<file path="src/rtl/lpc_io_cycle_ctrl.sv">
// LPC slave I/O read/write sequencer for a 32-register window at BASE_ADDR.
// Optional SYNC short-wait insertion: define LPC_WAIT_SYNC_EN.
module lpc_io_cycle_ctrl #(
  parameter logic [15:0] BASE_ADDR  = 16'h0700,
  parameter int unsigned SYNC_WAITS = 2
) (
  input  logic       LpcClock,
  input  logic       PciReset,
  input  logic       LFRAME_n,
  input  logic [3:0] LAD_in,
  output logic [3:0] LAD_out,
  output logic       LAD_oe,
  output logic [7:0] AddrReg,
  input  logic [7:0] DataRd,
  output logic [7:0] WrData,
  output logic       WrStrobe,
  output logic       RdStrobe
);

  localparam logic [3:0] S_IDLE   = 4'd0;
  localparam logic [3:0] S_START  = 4'd1;
  localparam logic [3:0] S_ADDR   = 4'd2;
  localparam logic [3:0] S_WDATA0 = 4'd3;
  localparam logic [3:0] S_WDATA1 = 4'd4;
  localparam logic [3:0] S_HTAR0  = 4'd5;
  localparam logic [3:0] S_HTAR1  = 4'd6;
  localparam logic [3:0] S_SYNC   = 4'd7;
  localparam logic [3:0] S_RDATA0 = 4'd8;
  localparam logic [3:0] S_RDATA1 = 4'd9;
  localparam logic [3:0] S_PTAR0  = 4'd10;
  localparam logic [3:0] S_PTAR1  = 4'd11;

  logic [3:0]  state_q, state_d;
  logic [1:0]  nib_q, nib_d;
  logic [11:0] addr_q, addr_d;
  logic        wr_q, wr_d;
  logic [7:0]  addr_reg_q, addr_reg_d;
  logic [7:0]  wr_data_q, wr_data_d;
  logic [7:0]  hold_q, hold_d;
  logic [15:0] addr_full;
  logic        sync_last;

`ifdef LPC_WAIT_SYNC_EN
  localparam logic [3:0] WAIT_INIT = 4'(SYNC_WAITS);
  logic [3:0] wait_q, wait_d;
  assign sync_last = (wait_q == 4'd0);
`else
  assign sync_last = 1'b1;
`endif

  assign addr_full = {addr_q, LAD_in};

  always_comb begin
    state_d    = state_q;
    nib_d      = nib_q;
    addr_d     = addr_q;
    wr_d       = wr_q;
    addr_reg_d = addr_reg_q;
    wr_data_d  = wr_data_q;
    hold_d     = hold_q;
`ifdef LPC_WAIT_SYNC_EN
    wait_d     = wait_q;
`endif
    // A frame start or abort overrides whatever cycle is in flight.
    if (!LFRAME_n) begin
      state_d = (LAD_in == 4'h0) ? S_START : S_IDLE;
    end else begin
      case (state_q)
        S_START: begin
          nib_d = 2'd0;
          if (LAD_in == 4'h0) begin
            wr_d = 1'b0; state_d = S_ADDR;
          end else if (LAD_in == 4'h2) begin
            wr_d = 1'b1; state_d = S_ADDR;
          end else begin
            state_d = S_IDLE;
          end
        end
        S_ADDR: begin
          addr_d = {addr_q[7:0], LAD_in};
          nib_d  = nib_q + 2'd1;
          if (nib_q == 2'd3) begin
            if (addr_full[15:5] == BASE_ADDR[15:5]) begin
              addr_reg_d = {3'b000, addr_full[4:0]};
              state_d    = wr_q ? S_WDATA0 : S_HTAR0;
            end else begin
              state_d = S_IDLE;
            end
          end
        end
        S_WDATA0: begin
          wr_data_d[3:0] = LAD_in;
          state_d        = S_WDATA1;
        end
        S_WDATA1: begin
          wr_data_d[7:4] = LAD_in;
          state_d        = S_HTAR0;
        end
        S_HTAR0: state_d = S_HTAR1;
        S_HTAR1: begin
          state_d = S_SYNC;
`ifdef LPC_WAIT_SYNC_EN
          wait_d = WAIT_INIT;
          if (!wr_q && WAIT_INIT == 4'd0) hold_d = DataRd;
`else
          if (!wr_q) hold_d = DataRd;
`endif
        end
        S_SYNC: begin
          if (sync_last) begin
            state_d = wr_q ? S_PTAR0 : S_RDATA0;
          end else begin
`ifdef LPC_WAIT_SYNC_EN
            // Hold register loads on entry to the final ready SYNC.
            wait_d = wait_q - 4'd1;
            if (!wr_q && wait_q == 4'd1) hold_d = DataRd;
`endif
          end
        end
        S_RDATA0: state_d = S_RDATA1;
        S_RDATA1: state_d = S_PTAR0;
        S_PTAR0:  state_d = S_PTAR1;
        S_PTAR1:  state_d = S_IDLE;
        default:  state_d = S_IDLE;
      endcase
    end
  end

  always_ff @(posedge LpcClock or negedge PciReset) begin
    if (!PciReset) begin
      state_q    <= S_IDLE;
      nib_q      <= 2'd0;
      addr_q     <= 12'd0;
      wr_q       <= 1'b0;
      addr_reg_q <= 8'd0;
      wr_data_q  <= 8'd0;
      hold_q     <= 8'd0;
`ifdef LPC_WAIT_SYNC_EN
      wait_q     <= 4'd0;
`endif
    end else begin
      state_q    <= state_d;
      nib_q      <= nib_d;
      addr_q     <= addr_d;
      wr_q       <= wr_d;
      addr_reg_q <= addr_reg_d;
      wr_data_q  <= wr_data_d;
      hold_q     <= hold_d;
`ifdef LPC_WAIT_SYNC_EN
      wait_q     <= wait_d;
`endif
    end
  end

  // LAD drive decodes from the state flop, so reset releases the bus immediately.
  always_comb begin
    LAD_oe  = 1'b0;
    LAD_out = 4'hF;
    case (state_q)
      S_SYNC: begin
        LAD_oe  = 1'b1;
        LAD_out = sync_last ? 4'h0 : 4'h5;
      end
      S_RDATA0: begin LAD_oe = 1'b1; LAD_out = hold_q[3:0]; end
      S_RDATA1: begin LAD_oe = 1'b1; LAD_out = hold_q[7:4]; end
      S_PTAR0:  LAD_oe = 1'b1;
      default:  ;
    endcase
  end

  assign AddrReg  = addr_reg_q;
  assign WrData   = wr_data_q;
  assign WrStrobe = (state_q == S_SYNC) && wr_q && sync_last;
  assign RdStrobe = (state_q == S_HTAR0) && !wr_q;

endmodule

</file>
<file path="config.mk">
export PLATFORM = sky130hd
export DESIGN_NAME = lpc_io_cycle_ctrl
export DESIGN_NICKNAME = d
export VERILOG_FILES = /design/src/rtl/lpc_io_cycle_ctrl.sv
export SDC_FILE = /design/constraint.sdc
export NUM_CORES = 1
export LEC_CHECK = 0
export ABC_AREA = 1
export CORE_MARGIN = 3
export CORE_UTILIZATION = 42
export DETAILED_ROUTE_END_ITERATION = 10
export GPL_ROUTABILITY_DRIVEN = 0
export PLACE_DENSITY = 0.67
export SLEW_MARGIN = 20
export SYNTH_ARGS = -nofsm -noshare
export SYNTH_HDL_FRONTEND = slang
export SYNTH_SLANG_ARGS = --single-unit
</file>
<file path="constraint.sdc">
create_clock -name LpcClock -period 1.55 [get_ports LpcClock]
set_clock_uncertainty 0.05 [all_clocks]
set_input_delay 0.31 -clock LpcClock [delete_from_list [all_inputs] [get_ports LpcClock]]
set_output_delay 0.31 -clock LpcClock [all_outputs]
set_load 0.02 [all_outputs]
</file>
# == After elaboration in Yosys (flattened, before gate mapping) ==
# Cells that the tools add are included.
# op_classes
n_div,0
mul,0
bitwise,1
n_mux,14
n_reduce_logical,14
addsub,1
n_shift,0
n_eq_ne,14
order_cmp,0
# op_table
op,count
$pmux W4 S10,1
$eq A4 B3 Y1 const B,4
$eq A4 B2 Y1 const B,3
$eq A4 B4 Y1 const B,3
$pmux W4 S3,1
$eq A11 B6 Y1 const B,1
$mux W4,2
$reduce_and A2 Y1,4
$mux W2,3
$mux W3,2
$reduce_and A3 Y1,2
$eq A4 B1 Y1 const B,1
$logic_not A4 Y1,1
$mux W1,4
$pmux W2 S2,1
$reduce_and A4 Y1,1
$reduce_bool A2 Y1,2
$reduce_or A4 Y1,1
$ne A3 B3 Y1 const B,1
$add A2 B1 Y2 const B,1
$eq A2 B2 Y1 const B,1
$logic_and A1 B1 Y1,2
$logic_not A1 Y1,1
$not A1 Y1,1
# totals
rom_bits,0
ramBits,0
word_cells,52
mem_count,0
latchBits,0
in_bits,15
ff_bits,40
out_inout_bits,23

# == Longest topological paths before layout ==
# logic_depth
depth_word,5
depth_mapped,9
mapped_depth_nobuf,9

# == Worst setup path after synthesis ==
# Ideal clock, no wire load.
# synth_timing
kind,register to output
startpoint,register state_q[2]
endpoint,output LAD_out[0]
path_stages_with_launch,6
n_path_buf,0
arrival_ns,1.077
slack_ns,0.113
t_required_ns,1.190
path_cell_list,dfrtp_1 -> nor2_2 -> nand2_1 -> nor2_1 -> nand2_1 -> nand3_1
# synth_via
elab_chain_len,2
elab_cells_between_ends,4
cone_classes,3 x eq/ne; 1 x mux
# synth_rtl
item,line,source
start: declaration,33,"logic [3:0] state_q, state_d;"
start signal: assignment,142,state_q <= state_d;
$eq A4 B4 Y1 / $eq A4 B3 Y1 (equally long branches),159,case (state_q)
$pmux W4 S3 (*),159,
end: declaration,11,"output logic [3:0] LAD_out,"
# Every way passes the cells marked *; elsewhere a longest branch is shown, timed or not.

# == Final worst setup path ==
# layout_timing
startpoint,register state_q[2]
endpoint,output LAD_out[1]
# Same word-level chain as after synthesis.

==> impl_metrics.ini <==
[run_status]
status = finished with violations
failed_checks = setup timing

[setup_path]
slowest_delay_ns = 0.42
critPathMaxFanout = 4
cp.required_ns = 1.19
critical_path.cell_chain = nor2_4 -> nand2_2 -> nor2_4 -> nand2_1 -> nand3_2 -> buf_6
startpoint_type = flip-flop
crit_path_end_kind = primary output
slowest_stage = dfrtp_1
cp_common_cell = nor2_4
path_class = flip-flop to primary output
critical_path_arrival_ns = 1.41

[sta]
fin_ws_ns = -0.218
finalHoldViolCount = 0
fin_crit_sh = 1.14
max_freq_ghz = 0.566
rsz0062_at_grt = true
setup_violations = 10
fin_crit_ns = 1.77
slew_violations = 0

[worst_hold_path]
hp-class = flip-flop to flip-flop

[global_route]
grt.total_usage = 0.170
grt_remaining_overflow = 0
antenna_found_initial = 0
grt_max_degree = 41
grt_pass1_wl_mm = 7.07
grt_pass1_vias = 1581

[pwr]
vdd_drop_max_v = 0.000515
p_per_area_nw_per_um2 = 770
power_leakage_nw = 1.45
total_power_mw = 2.17

[synth]
synthXorXnorAreaFrac = 0
synth_compound_area_frac = 0.0849
synth_area_um2 = 1920
seq_area_frac_synth = 0.522
synth_fa_ha_area_frac = 0.00653
syn_inst = 217
synthDistinctLibCells = 24
synth_top_family_by_area = simple AND/OR/NAND/NOR gates
synthMuxAreaShare = 0.0470
syn_area_per_cell_um2 = 8.83
yosys.area_share.simple = 0.261
ys_warn_count = 0
synth_seq_cells = 40

[final_layout]
synthToLayoutAreaGrowth_pct = 46.8
final_common_cell = nand2_1
n_antenna_cell = 0
finish.net_count = 308
mostFrequentLayoutCells = nand2_1 (63), dfrtp_1 (39), buf_4 (31)
n_fill_cell = 344
drive_gt1_frac = 0.358

[clock_network]
cts_tree = built
clk_latency_ns = 0.29
cts_buffer_depth = 2
cts_sinks = 40
cts.clk_slew.worst_paths_ns = 0.07
cts_buffers = 5
clockRootBuffer = clkbuf_8
htree_levels = 2

[routing]
final_antenna_net_count = 0
postRouteWirelength_mm = 4.45
dr_total_vias = 1653
drc = 0
via_per_inst = 4.82
post_drt_wl_per_cell_um = 13.0
first_iter_violations = 68
dr.pass1.iters = 4

[placement]
dp_hpwl_mm = 2.86
io_buffers = 34
post-place-ws_ns = -0.441

[job]
maxCapViolations = 0

[die]
row_count = 23
die_y_um = 73.6
ios = 38
die_w_um = 73.6
initial_core_util = 0.456
fp.coreArea_um2 = 4200
dieArea_um2 = 5410
[report_power, final]
part	total, mW	leakage, nW	switching, mW	internal (mW)
combinational	0.208	0.855	0.112	0.0956
clock	0.831	0.0552	0.353	0.478
sequential	1.13	0.542	0.0351	1.09
total	2.17	1.45	0.500	1.67
[cell families after synthesis]
group	count (synthesis)
adders and majority gates	1
buffers and inverters	31
other	1
muxes	8
and+or+nand+nor	108
DFF	40
AOI/OAI and AO/OA	28
[cells in the mapped netlist]
cell / n / share of area
inv_2: 4 / 0.0078
nor2_4: 4 / 0.023
o21ai_0: 14 / 0.037
o21ai_2: 5 / 0.023
buf_4: 4 / 0.016
mux2_2: 8 / 0.047
ha_1: 1 / 0.0065
nor2_2: 2 / 0.0065
a22o_1: 1 / 0.0046
nand3_4: 1 / 0.0091
buf_6: 2 / 0.012
nand4_1: 1 / 0.0033
a21oi_1: 2 / 0.0052
nand3_1: 10 / 0.026
nand2_2: 2 / 0.0065
dfrtp_1: 40 / 0.52
nand4_4: 1 / 0.011
o21ai_1: 6 / 0.016
nand2_1: 69 / 0.14
conb_1: 1 / 0.0020
nor2_1: 16 / 0.031
nor3_1: 1 / 0.0026
inv_1: 21 / 0.041
nand2_4: 1 / 0.0059
[worst max-delay path, delay by kind of cell, from the launching register on]
family,cells,cell delay [ns]
AND/OR/NAND/NOR,5,0.58
buffers and inverters,1,0.12
flip-flops,1,0.42
[sequential cells by signal, indices dropped and copies added, names as in the netlist]
| register | flops |
|---|---|
| AddrReg | 5 |
| wr_q | 1 |
| hold_q | 8 |
| state_q | 4 |
| nib_q | 2 |
| addr_q | 12 |
| WrData | 8 |
[what timing repair did]
action	CTS	global route
gates cloned	0	1
setup endpoints to repair	20	33
hold buffers	1	0
resized for setup	79	19
endpoints found under the hold margin	40	0
setup buffers	7	5
pin swaps	7	10
[layer usage]
layer	GRT usage	wire [um]	part of all wire
met1	0.221	2050	0.46
met4	0.0563	90	0.020
met3	0.0479	177	0.040
met5	0	0	0
met2	0.273	2130	0.48
[stage by stage]
stage / instances / TNS, ns / area, um^2 / hold WS (ns) / util
after global placement: 322 / -4.06 / 2470 / 0.247 / 0.588
after floorplan: 219 / 0 / 1920 / -0.0356 / -
after global routing: 343 / -2.26 / 2810 / 0.454 / 0.670
after CTS: 338 / -1.24 / 2710 / 0.429 / 0.645
after detailed placement: 322 / -4.27 / 2470 / 0.249 / 0.588
final: 343 / -1.17 / 2810 / 0.424 / 0.670
[final timing paths]
kind / cells past startpoint / slack [ns] / endpoint / from
setup / recovery: 6 / -0.22 / LAD_out[1] / state_q[2]
hold / removal: 2 / 0.42 / addr_q[10] / addr_q[10]
setup reg to reg: 13 / -0.12 / state_q[2] / state_q[3]
hold reg to reg: 2 / 0.42 / addr_q[10] / addr_q[10]
max in group asynchronous: 3 / 0.76 / state_q[0] / PciReset
min in group asynchronous: 3 / 0.47 / addr_q[9] / PciReset
[cell type report]
type	instances	area [um^2]	share of cell area
inverters	25	96.3	0.0342
multi-input cells	149	910	0.323
repair buffers	71	636	0.226
clock inverters	2	35.0	0.0124
flip-flops and latches	40	1000	0.356
clock buffers	6	72.6	0.0258
well taps	50	62.6	0.0222
No activity file was read; power rests on OpenSTA's default activity.
